`src/rtl/vending_pkg.sv`:
```
// Shared constants for the four-drink vending controller: drink codes,
// legal coin values, FSM state encodings and default prices.
package vending_pkg;

    // Drink selection codes as presented on drink_choose / drink_out.
    localparam logic [2:0] DRINK_NONE   = 3'd0;
    localparam logic [2:0] DRINK_TEA    = 3'd1;
    localparam logic [2:0] DRINK_COKE   = 3'd2;
    localparam logic [2:0] DRINK_COFFEE = 3'd3;
    localparam logic [2:0] DRINK_MILK   = 3'd4;

    // Coin values the acceptor may present; everything else is rejected.
    localparam logic [5:0] COIN_1  = 6'd1;
    localparam logic [5:0] COIN_5  = 6'd5;
    localparam logic [5:0] COIN_10 = 6'd10;
    localparam logic [5:0] COIN_50 = 6'd50;

    // Controller states, kept as plain constants for legacy tooling.
    typedef logic [1:0] state_t;
    localparam state_t ST_IDLE   = 2'd0;
    localparam state_t ST_CREDIT = 2'd1;
    localparam state_t ST_VEND   = 2'd2;

    // Default price list and credit ceiling.
    localparam logic [7:0] DEF_PRICE_TEA    = 8'd10;
    localparam logic [7:0] DEF_PRICE_COKE   = 8'd15;
    localparam logic [7:0] DEF_PRICE_COFFEE = 8'd25;
    localparam logic [7:0] DEF_PRICE_MILK   = 8'd20;
    localparam logic [7:0] DEF_CREDIT_MAX   = 8'd99;

endpackage

```
`src/rtl/vending_price_lut.sv`:
```
// Drink code -> price lookup plus the affordable-drink mask derived from
// the credit register. Purely combinational.
module vending_price_lut
    import vending_pkg::*;
#(
    parameter logic [7:0] PRICE_TEA    = DEF_PRICE_TEA,
    parameter logic [7:0] PRICE_COKE   = DEF_PRICE_COKE,
    parameter logic [7:0] PRICE_COFFEE = DEF_PRICE_COFFEE,
    parameter logic [7:0] PRICE_MILK   = DEF_PRICE_MILK
) (
    input  logic [2:0] drink,
    input  logic [7:0] credit,
    output logic [7:0] price,
    output logic       valid,
    output logic [3:0] avail
);

    // Map the selection to its price; unknown or out-of-range codes are invalid.
    always_comb begin
        // NOTE: defaults first so every path assigns every output -- no latch.
        price = 8'd0;
        valid = 1'b0;
        case (drink)
            DRINK_TEA:    begin price = PRICE_TEA;    valid = 1'b1; end
            DRINK_COKE:   begin price = PRICE_COKE;   valid = 1'b1; end
            DRINK_COFFEE: begin price = PRICE_COFFEE; valid = 1'b1; end
            DRINK_MILK:   begin price = PRICE_MILK;   valid = 1'b1; end
            default:      begin price = 8'd0;         valid = 1'b0; end
        endcase
    end

    assign avail = {credit >= PRICE_MILK,
                    credit >= PRICE_COFFEE,
                    credit >= PRICE_COKE,
                    credit >= PRICE_TEA};

endmodule

```
`src/rtl/vending_machine.sv`:
```
// Vending controller top: coin validation, credit register, purchase FSM
// and registered dispenser / change-hopper outputs.
module vending_machine
    import vending_pkg::*;
#(
    parameter logic [7:0] PRICE_TEA    = DEF_PRICE_TEA,
    parameter logic [7:0] PRICE_COKE   = DEF_PRICE_COKE,
    parameter logic [7:0] PRICE_COFFEE = DEF_PRICE_COFFEE,
    parameter logic [7:0] PRICE_MILK   = DEF_PRICE_MILK,
    parameter logic [7:0] CREDIT_MAX   = DEF_CREDIT_MAX
) (
    input  logic       clk,
    input  logic       reset,
    input  logic [5:0] coin,
    input  logic [2:0] drink_choose,
    output logic [7:0] credit,
    output logic [3:0] avail,
    output logic       dispense,
    output logic [2:0] drink_out,
    output logic [7:0] change,
    output logic       coin_reject
);

    state_t     state;
    logic [7:0] sel_price;
    logic       sel_valid;
    logic       coin_present;
    logic       coin_legal;
    logic       coin_accept;
    logic [7:0] coin_sum;
    logic [7:0] coin_add;
    logic       buy;

    vending_price_lut #(
        .PRICE_TEA    (PRICE_TEA),
        .PRICE_COKE   (PRICE_COKE),
        .PRICE_COFFEE (PRICE_COFFEE),
        .PRICE_MILK   (PRICE_MILK)
    ) u_price_lut (
        .drink  (drink_choose),
        .credit (credit),
        .price  (sel_price),
        .valid  (sel_valid),
        .avail  (avail)
    );

    // Classify the coin; X/Z matches no case item and lands in the reject branch.
    always_comb begin
        coin_present = 1'b1;
        coin_legal   = 1'b0;
        case (coin)
            6'd0:                              coin_present = 1'b0;
            COIN_1, COIN_5, COIN_10, COIN_50:  coin_legal   = 1'b1;
            default:                           coin_legal   = 1'b0;
        endcase
    end

    // Accept a legal coin only if credit stays within the ceiling; a purchase
    // needs a valid, affordable selection against the registered credit.
    assign coin_sum    = credit + {2'b00, coin};
    assign coin_accept = coin_legal && (coin_sum <= CREDIT_MAX);
    assign coin_add    = coin_accept ? {2'b00, coin} : 8'd0;
    assign buy         = (state == ST_CREDIT) && sel_valid && (credit >= sel_price);

    // FSM, credit register and output registers.
    always_ff @(posedge clk) begin
        if (reset) begin
            // NOTE: non-blocking assignments for all registered state.
            state       <= ST_IDLE;
            credit      <= 8'd0;
            dispense    <= 1'b0;
            drink_out   <= DRINK_NONE;
            change      <= 8'd0;
            coin_reject <= 1'b0;
        end else begin
            coin_reject <= coin_present && !coin_accept;
            if (buy) begin
                state     <= ST_VEND;
                credit    <= 8'd0;
                dispense  <= 1'b1;
                drink_out <= drink_choose;
                change    <= credit + coin_add - sel_price;
            end else begin
                dispense  <= 1'b0;
                drink_out <= DRINK_NONE;
                change    <= 8'd0;
                credit    <= credit + coin_add;
                case (state)
                    ST_IDLE:   state <= coin_accept ? ST_CREDIT : ST_IDLE;
                    ST_CREDIT: state <= ST_CREDIT;
                    ST_VEND:   state <= coin_accept ? ST_CREDIT : ST_IDLE;
                    default:   state <= ST_IDLE;
                endcase
            end
        end
    end

endmodule

```
`config.mk`:
```
export PLATFORM = sky130hd
export DESIGN_NAME = vending_machine
export DESIGN_NICKNAME = d
export VERILOG_FILES = /design/src/rtl/vending_pkg.sv /design/src/rtl/vending_price_lut.sv /design/src/rtl/vending_machine.sv
export SDC_FILE = /design/constraint.sdc
export NUM_CORES = 1
export LEC_CHECK = 0
export ABC_CLOCK_PERIOD_IN_PS = 5900
export CORE_MARGIN = 1
export CORE_UTILIZATION = 42
export DETAILED_ROUTE_END_ITERATION = 6
export PLACE_DENSITY = 0.76
export SLEW_MARGIN = 15
export SYNTH_ARGS = -nofsm -noshare
export SYNTH_HDL_FRONTEND = slang
export SYNTH_SLANG_ARGS = --single-unit
```
`constraint.sdc`:
```
create_clock -name clk -period 5.9 [get_ports clk]
set_clock_uncertainty 0.1 [all_clocks]
set_input_delay 1.475 -clock clk [delete_from_list [all_inputs] [get_ports clk]]
set_output_delay 1.475 -clock clk [all_outputs]
set_load 0.05 [all_outputs]
```
Yosys cells after proc, flatten, opt, wreduce, memory -nomap -nowiden
Cells that the tools add are included.

operators by class
  add/subtract/negate cells = 3
  magnitude comparators = 6
  equal/unequal tests = 10
  muxes and demuxes = 9
  bitwise operators = 1
  reduce and logical (&&, ||, !) cells = 12

operators with widths
  operator            count
  $pmux 5 s4          1
  $add 8x6->8         2
  $ge 8x4->1 const B  2
  $ge 8x5->1 const B  2
  $ge 8x8->1          1
  $le 8x7->1 const B  1
  $reduce_or 4->1     2
  $sub 8x8->8         1
  $eq 3x2->1 const B  2
  $eq 6x1->1 const B  1
  $eq 6x3->1 const B  1
  $eq 6x4->1 const B  1
  $eq 6x6->1 const B  1
  $logic_not 6->1     1
  $mux 6              1
  $reduce_or 2->1     3
  $mux 1              5
  $logic_and 1x1->1   4
  $eq 3x1->1 const B  1
  $eq 3x3->1 const B  1
  $eq 2x1->1 const B  1
  $eq 2x2->1 const B  1
  $logic_not 2->1     1
  $mux 2              1
  other kinds (3)     3

word-level totals
  flip-flop bits (word level) = 23
  input port bits = 11
  output and inout port bits = 25
  logic and storage cells = 48

Logic depth before layout (Yosys ltp)
Gate-level depths: netlist (run 1).

  depth after elaboration = 7
  gate-level depth with buffers = 21

Hierarchy
From an unflattened synthesis (run 1), not the netlist that was laid out.

second synthesis, totals
  cells, all modules = 229
  area, all modules = 1986.9 µm²

by module, submodules not included
  module             instances  cells an instance  area each (µm²)  seq. area each (µm²)
  vending_machine    1          203                1824.2           440.4
  vending_price_lut  1          26                 162.7            0.0

Worst setup path before layout (run 1)
OpenSTA, ideal clock, no wires.

  path kind = in2reg
  start = input coin[0]
  end = register change[7]
  library setup time = 125 ps
  arrival = 5298 ps
  required time = 5675 ps
  slack = 378 ps
  stages = 20
  buffers on the path = 0
  cells stage by stage = ha_1 -> inv_1 -> fa_1 -> nor2b_4 -> o2111ai_1 -> mux2_4 -> nor4_2 -> a21oi_2 -> and2_1 -> ha_1 -> inv_1 -> fa_1 -> inv_1 -> ha_1 -> nor2b_1 -> o31a_1 -> o21ai_0 -> nor3b_1 -> a21o_1 -> a21oi_2

on the way
  cells in the longest elaborated chain, start to end = 7
  elaborated cells between the ends (all ways) = 12
  classes of those cells = add/sub: 3; order compare: 1; eq/ne: 4; mux: 2; reduce/logical: 2

RTL lines
  item                                                 line                   RTL
  from (decl)                                          vending_machine.sv:14  input logic [5:0] coin,
  branches (longest 4 deep; another with $add 8x6->8)  --
  $mux 6 *                                             vending_machine.sv:62  assign coin_add = coin_accept ? {2'b00, coin} : 8'd0;
  $add 8x6->8 *                                        vending_machine.sv:82  change <= credit + coin_add - sel_price;
  $sub 8x8->8 *                                        vending_machine.sv:82
  to (signal assigned)                                 vending_machine.sv:82
  to (decl)                                            vending_machine.sv:20  output logic [7:0] change,

Every way passes the cells marked *.
A chain may end at the register's enable or synchronous reset.

Worst setup path in the final report (run 1)
  start = input coin[1]
  end = register change[7]

Same word-level chain as after synthesis.

==> flow_summary.json, run 1 <==
{
  "synth_seq_cells": 22,
  "core-area_um2": 4030,
  "setup_violations": 0,
  "clk_pin_slew_ns": 0.08,
  "fmax_mhz": 175,
  "hp-class": "register to register",
  "grt_use_total_pct": 20.4,
  "wl_per_cell_um": 13.7,
  "cts_tree": "built",
  "clk_latency_ns": 0.26,
  "avgSynthCellArea_um2": 8.43,
  "ys_types": 50,
  "synth_top_cell_area_share_pct": 24.9,
  "grt_max_degree": 14,
  "cts-root-buf": "clkbuf_8",
  "outcome": "finished, final reports clean",
  "grt_pass1_vias": 1559,
  "syn_inst": 210,
  "antenna_found_initial": 0,
  "layout-drive-gt1-share_pct": 19.2,
  "startpoint_type": "primary input",
  "maxCapViolations": 0,
  "pre_cts_slack_ns": -0.343,
  "worst_pin_slew_ns": 0.522,
  "fillCellCount": 347,
  "gp_congestion": 0.890,
  "vdd_drop_max_mv": 0.126,
  "yosysWarnings": 0,
  "viasPerCell": 5.41,
  "diodes": 0,
  "crit_type": "primary input to register",
  "final_common_cell": "clkdlybuf4s50_1",
  "die-height_um": 66.9,
  "async_flop_share_pct": 0,
  "fin_cells": 321,
  "portBuffers": 35,
  "via_count": 1737,
  "io-pin-count": 36,
  "grt_overflow": 0,
  "holdWs_ns": 0.427,
  "fin_crit_ns": 5.71,
  "row_count": 23,
  "layout_common_cells": "clkdlybuf4s50_1 (34), buf_4 (25), dfxtp_1 (22)",
  "ys_seq_area_share_pct": 24.9,
  "path_max_fanout": 5,
  "drt-total-wl_mm": 4.40,
  "numPlacedInstances": 312,
  "drt_first_pass_iters": 4,
  "ant_nets": 0,
  "slew_headroom_pct": 65.0,
  "cts_max_level": 1,
  "fp.dieArea_um2": 4480,
  "syn_area_um2": 1770,
  "areaGrowthSynthToFinish_pct": 41.1,
  "hold_violations": 0,
  "drt_iter0_markers": 110,
  "grt_pass1_wl_mm": 7.00,
  "endpoint_kind": "register",
  "cts_buffer_depth": 2,
  "fin_setup_tns_ns": 0,
  "cts_buffers": 3,
  "dp_hpwl_mm": 3.23,
  "start_util_pct": 43.9,
  "crit_arrival_ns": 5.75,
  "finalCritPeriodShare_pct": 96.8,
  "worst_slack_ns": 0.191,
  "synth.net_count": 246,
  "synthFlopType": "dfxtp_1",
  "die_x_um": 66.9,
  "p_per_area_nw_per_um2": 180,
  "synth.largest_area_cell": "dfxtp_1",
  "leakagePower_nw": 1.05,
  "maxSlewViolCount": 0,
  "route.detailed.drc": 0,
  "clock_sinks": 22,
  "fin_nets": 308,
  "synth_area_leaders": "dfxtp_1 (25%), ha_1 (16%), nor2_1 (4.2%)",
  "synth-edff-count": 0,
  "worstPathRequired_ns": 5.94
}
==> cell families after synthesis <==
family                     Yosys count  share of synthesized area (%)
DFF                                 22                           24.9
xor gates and xnor gates             7                           3.46
and+or+nand+nor                     87                           27.0
muxes                                1                          0.848
buffers and inverters               17                           4.03
AOI/OAI and AO/OA                   51                           20.8
adders and majority gates           25                           18.9
==> sequential cells by signal, summed over array words and instances (netlist names) <==
| signal | count |
|---|---|
| change | 8 |
| credit | 8 |
| drink_out | 3 |
| coin_reject | 1 |
| dispense | 1 |
| state | 1 |
==> timing repair <==
| item | 4_1_cts | 5_1_grt |
|---|---|---|
| resized for setup | 2 | 16 |
| endpoints found under the setup margin | 2 | 4 |
| hold buffers | 0 | 0 |
| buffers inserted | 0 | 5 |
| pin swaps | 0 | 9 |
==> layout make-up <==
type	count	area [um^2]	share of cell area [%]
well taps	50	62.6	2.51
flip-flops and latches	22	440	17.6
multi-input cells	171	1350	53.9
clock buffers	4	55.1	2.20
inverters	14	52.6	2.10
repair buffers	60	541	21.6
==> worst paths after layout <==
| path | start | end | slack [ns] | depth (start not counted) |
|---|---|---|---|---|
| setup reg to reg | credit[0] | change[7] | 1.28 | 20 |
| hold reg to reg | state[0] | state[0] | 0.43 | 2 |
| hold / removal | state[0] | state[0] | 0.43 | 2 |
| setup / recovery | coin[1] | change[7] | 0.19 | 20 |
==> synth_stat cells, types with 4 or more instances <==
| cell type | count |
|---|---|
| a21oi_1 | 7 |
| nor3_1 | 5 |
| ha_1 | 22 |
| dfxtp_1 | 22 |
| o21ai_0 | 10 |
| nor2_1 | 20 |
| o21a_1 | 4 |
| nand2b_1 | 9 |
| inv_1 | 14 |
| and2_1 | 10 |
| xor2_1 | 4 |
| nor4_1 | 5 |
| nand3_1 | 5 |
| nor2b_1 | 7 |
| nand2_1 | 12 |
| a211oi_1 | 4 |
==> through the flow <==
step	cell area, um^2	util, %	total power [mW]
finish	2500	62.0	0.448
global route	2500	62.0	0.475
CTS	2380	59.2	0.439
detailed placement	2310	57.5	0.331
global placement	2310	57.5	0.328
floorplan	1770	-	0.274
==> power by group <==
part / leakage (nW) / total [mW] / switching, mW / internal (mW)
clock: 0.0288 / 0.106 / 0.0462 / 0.0594
combinational: 0.840 / 0.181 / 0.102 / 0.0791
sequential: 0.178 / 0.161 / 0.00888 / 0.153
total: 1.05 / 0.448 / 0.157 / 0.291
==> critical path, cell delays in order <==
cell,delay (ns)
clkdlybuf4s50_1,0.43
buf_4,0.17
ha_1,0.29
a211oi_2,0.08
nor4_1,0.44
o21a_1,0.18
o21ai_0,0.13
a21oi_2,0.19
and2_1,0.15
ha_2,0.19
inv_1,0.06
fa_1,0.54
inv_1,0.06
ha_1,0.29
nor2b_1,0.15
o31a_1,0.31
o21ai_2,0.15
nor3b_4,0.26
a21o_1,0.17
a21oi_2,0.05
==> layer usage <==
layer	global-route usage (%)	vias to the layer above	wire length, um
li1	-	881	-
met3	1.71	2	178
met4	5.59	0	18
met5	0	-	0
met2	35.7	39	2150
met1	26.3	815	2050
No activity file was read; power rests on OpenSTA's default activity.
==> inputs of run 2 (changes only) <==
- CAP_MARGIN: unset -> 10
==> results of run 2 <==
The final DEF is identical to that of run 1; final timing and power are the same.
==> inputs of run 3 (changes only) <==
- ABC_AREA: unset -> 1
- CTS_CLUSTER_SIZE: unset -> 30
- SLEW_MARGIN: 15 -> 5
==> flow_summary.json, run 3 <==
{
  "drt-total-wl_mm": 4.16,
  "die-height_um": 68.7,
  "maxCapViolations": 0,
  "row_count": 23,
  "syn_inst": 267,
  "worst_slack_ns": 0.571,
  "hold_violations": 0,
  "hp-class": "register to register",
  "io-pin-count": 36,
  "core-area_um2": 4140,
  "die_x_um": 68.7,
  "yosysMostFrequentCell": "nand2_1",
  "ys_types": 34,
  "grt_pass1_vias": 1545,
  "critPathMaxStageDelay_ns": 0.48,
  "layout_common_cells": "nand2_1 (53), inv_1 (43), clkdlybuf4s50_1 (34)",
  "maxSlewViolCount": 0,
  "grt_pass1_wl_mm": 6.73,
  "hold_depth": 3,
  "grt_use_total_pct": 19.6,
  "gp_congestion": 0.896,
  "viasPerCell": 5.00,
  "synth_seq_cells": 22,
  "clock_sinks": 22,
  "ys_top_cells_by_count": "nand2_1 (53), inv_1 (43), nor2_1 (31)",
  "cts_buffers": 3,
  "cts-root-buf": "clkbuf_8",
  "final_common_cell": "nand2_1",
  "drt_iter0_markers": 77,
  "setup_violations": 0,
  "worst_pin_slew_ns": 0.522,
  "cts-hold-fix-buffers": 0,
  "cts_buffer_depth": 2,
  "fmax_mhz": 188,
  "cts_max_level": 1,
  "synth.largest_area_cell": "dfxtp_1",
  "grt_overflow": 0,
  "p_per_area_nw_per_um2": 151,
  "syn_area_um2": 1870,
  "areaGrowthSynthToFinish_pct": 23.3,
  "fin_crit_ns": 5.33,
  "worstPathRequired_ns": 6.00,
  "vdd_drop_max_mv": 0.0785,
  "synth-edff-count": 0,
  "fin_util_pct": 55.5,
  "reg.largest.list": "change x8, credit x8, drink_out x3",
  "grt_max_degree": 12,
  "avgSynthCellArea_um2": 6.99,
  "ant_nets": 0,
  "clk_latency_ns": 0.26,
  "endpoint_kind": "register",
  "crit_arrival_ns": 5.43,
  "clk_pin_slew_ns": 0.07,
  "pre_cts_slack_ns": 0.142,
  "startpoint_type": "primary input",
  "via_count": 1764,
  "layout-drive-gt1-share_pct": 9.57,
  "rsz0062_at_grt": "no",
  "crit_type": "primary input to register",
  "outcome": "finished, final reports clean",
  "synth_area_leaders": "dfxtp_1 (24%), ha_1 (15%), nand2_1 (11%)",
  "start_util_pct": 45.0,
  "wl_per_cell_um": 11.8,
  "drt_first_pass_iters": 5,
  "portBuffers": 35,
  "fin_setup_tns_ns": 0,
  "async_flop_share_pct": 0,
  "synth_top_cell_area_share_pct": 23.6,
  "fin_nets": 341,
  "cts_tree": "built",
  "finalCritPeriodShare_pct": 90.3,
  "diodes": 0,
  "fp.dieArea_um2": 4720,
  "antenna_found_initial": 0,
  "path_max_fanout": 7,
  "fillCellCount": 395,
  "ys_seq_area_share_pct": 23.6,
  "synth.net_count": 303,
  "dp_hpwl_mm": 3.37,
  "r2r_cells": 26,
  "slew_headroom_pct": 64.8,
  "synthFlopType": "dfxtp_1",
  "yosysWarnings": 0,
  "leakagePower_nw": 1.16,
  "route.detailed.drc": 0,
  "crit_top_cell": "nand2_1",
  "crit_path_top_delay_cell": "clkdlybuf4s50_1"
}
[run 3: changes by cell type after synthesis, moves of 5 or more]
cell      change
a21oi_1       +7
and2_1       -10
inv_1        +29
nand2_1      +41
nand2b_1      -9
nand3_1      +13
nand4_1       +9
nor2_1       +11
nor2_2        +5
nor2b_1       -7
nor3_1        -5
[run 3: worst paths after layout]
| check | end | startpoint | slack [ns] |
|---|---|---|---|
| worst max-delay path | change[7] | coin[1] | 0.57 |
| worst min-delay path | state[0] | state[0] | 0.48 |
| worst max register to register | change[7] | credit[0] | 1.70 |
| worst min register to register | state[0] | state[0] | 0.48 |
[run 3: metal layers]
| metal | share of wire [%] | track usage [%] | wire length (um) |
|---|---|---|---|
| met1 | 49 | 23.8 | 2040 |
| met2 | 46 | 34.4 | 1910 |
| met3 | 4.4 | 4.44 | 184 |
| met4 | 0.79 | 4.95 | 33 |
| met5 | 0 | 0 | 0 |
[run 3: power breakdown]
| group | internal (mW) | leakage (nW) | total (mW) | switching (mW) |
|---|---|---|---|---|
| logic | 0.0384 | 0.963 | 0.100 | 0.0617 |
| clock network | 0.0456 | 0.0216 | 0.0933 | 0.0477 |
| registers | 0.151 | 0.178 | 0.154 | 0.00291 |
[run 3: cells by family after synthesis]
| kind of cell | count (synthesis) | synth area share [%] |
|---|---|---|
| adder cells (fa/ha/maj) | 25 | 18.0 |
| AO/OA/AOI/OAI | 32 | 10.5 |
| flip-flops | 22 | 23.6 |
| AND/OR/NAND/NOR | 135 | 34.7 |
| buffers and inverters | 47 | 10.4 |
| XOR/XNOR | 6 | 2.81 |
[run 3: critical path: cells and delay by family]
kind | cells | cell delay (ns)
compound gates | 3 | 0.40
xor+xnor | 1 | 0.21
fa+ha+maj | 4 | 1.34
buf+inv | 5 | 0.85
simple gates | 13 | 1.16
[run 3: area by class of cell]
| cell class | count | area, um^2 | share of cell area [%] |
|---|---|---|---|
| Tap cell | 50 | 62.6 | 2.72 |
| Inverter | 45 | 171 | 7.45 |
| Timing Repair Buffer | 35 | 353 | 15.3 |
| Sequential cell | 22 | 440 | 19.1 |
| Clock buffer | 3 | 41.3 | 1.79 |
| Multi-Input combinational cell | 198 | 1230 | 53.6 |
[run 3: metrics by stage]
step / power, mW / hold WS, ns / cell area [um^2] / std cells
after floorplan: 0.228 / 0.396 / 1870 / 267
after global placement: 0.255 / 0.462 / 2260 / 350
after detailed placement: 0.257 / 0.459 / 2260 / 350
after CTS: 0.349 / 0.468 / 2300 / 353
after global routing: 0.368 / 0.515 / 2300 / 353
final: 0.347 / 0.484 / 2300 / 353
[run 3: timing repair]
item	4_1_cts	5_1_grt
endpoints found under the setup margin	0	1
resized for setup	0	1
buffers inserted	0	0
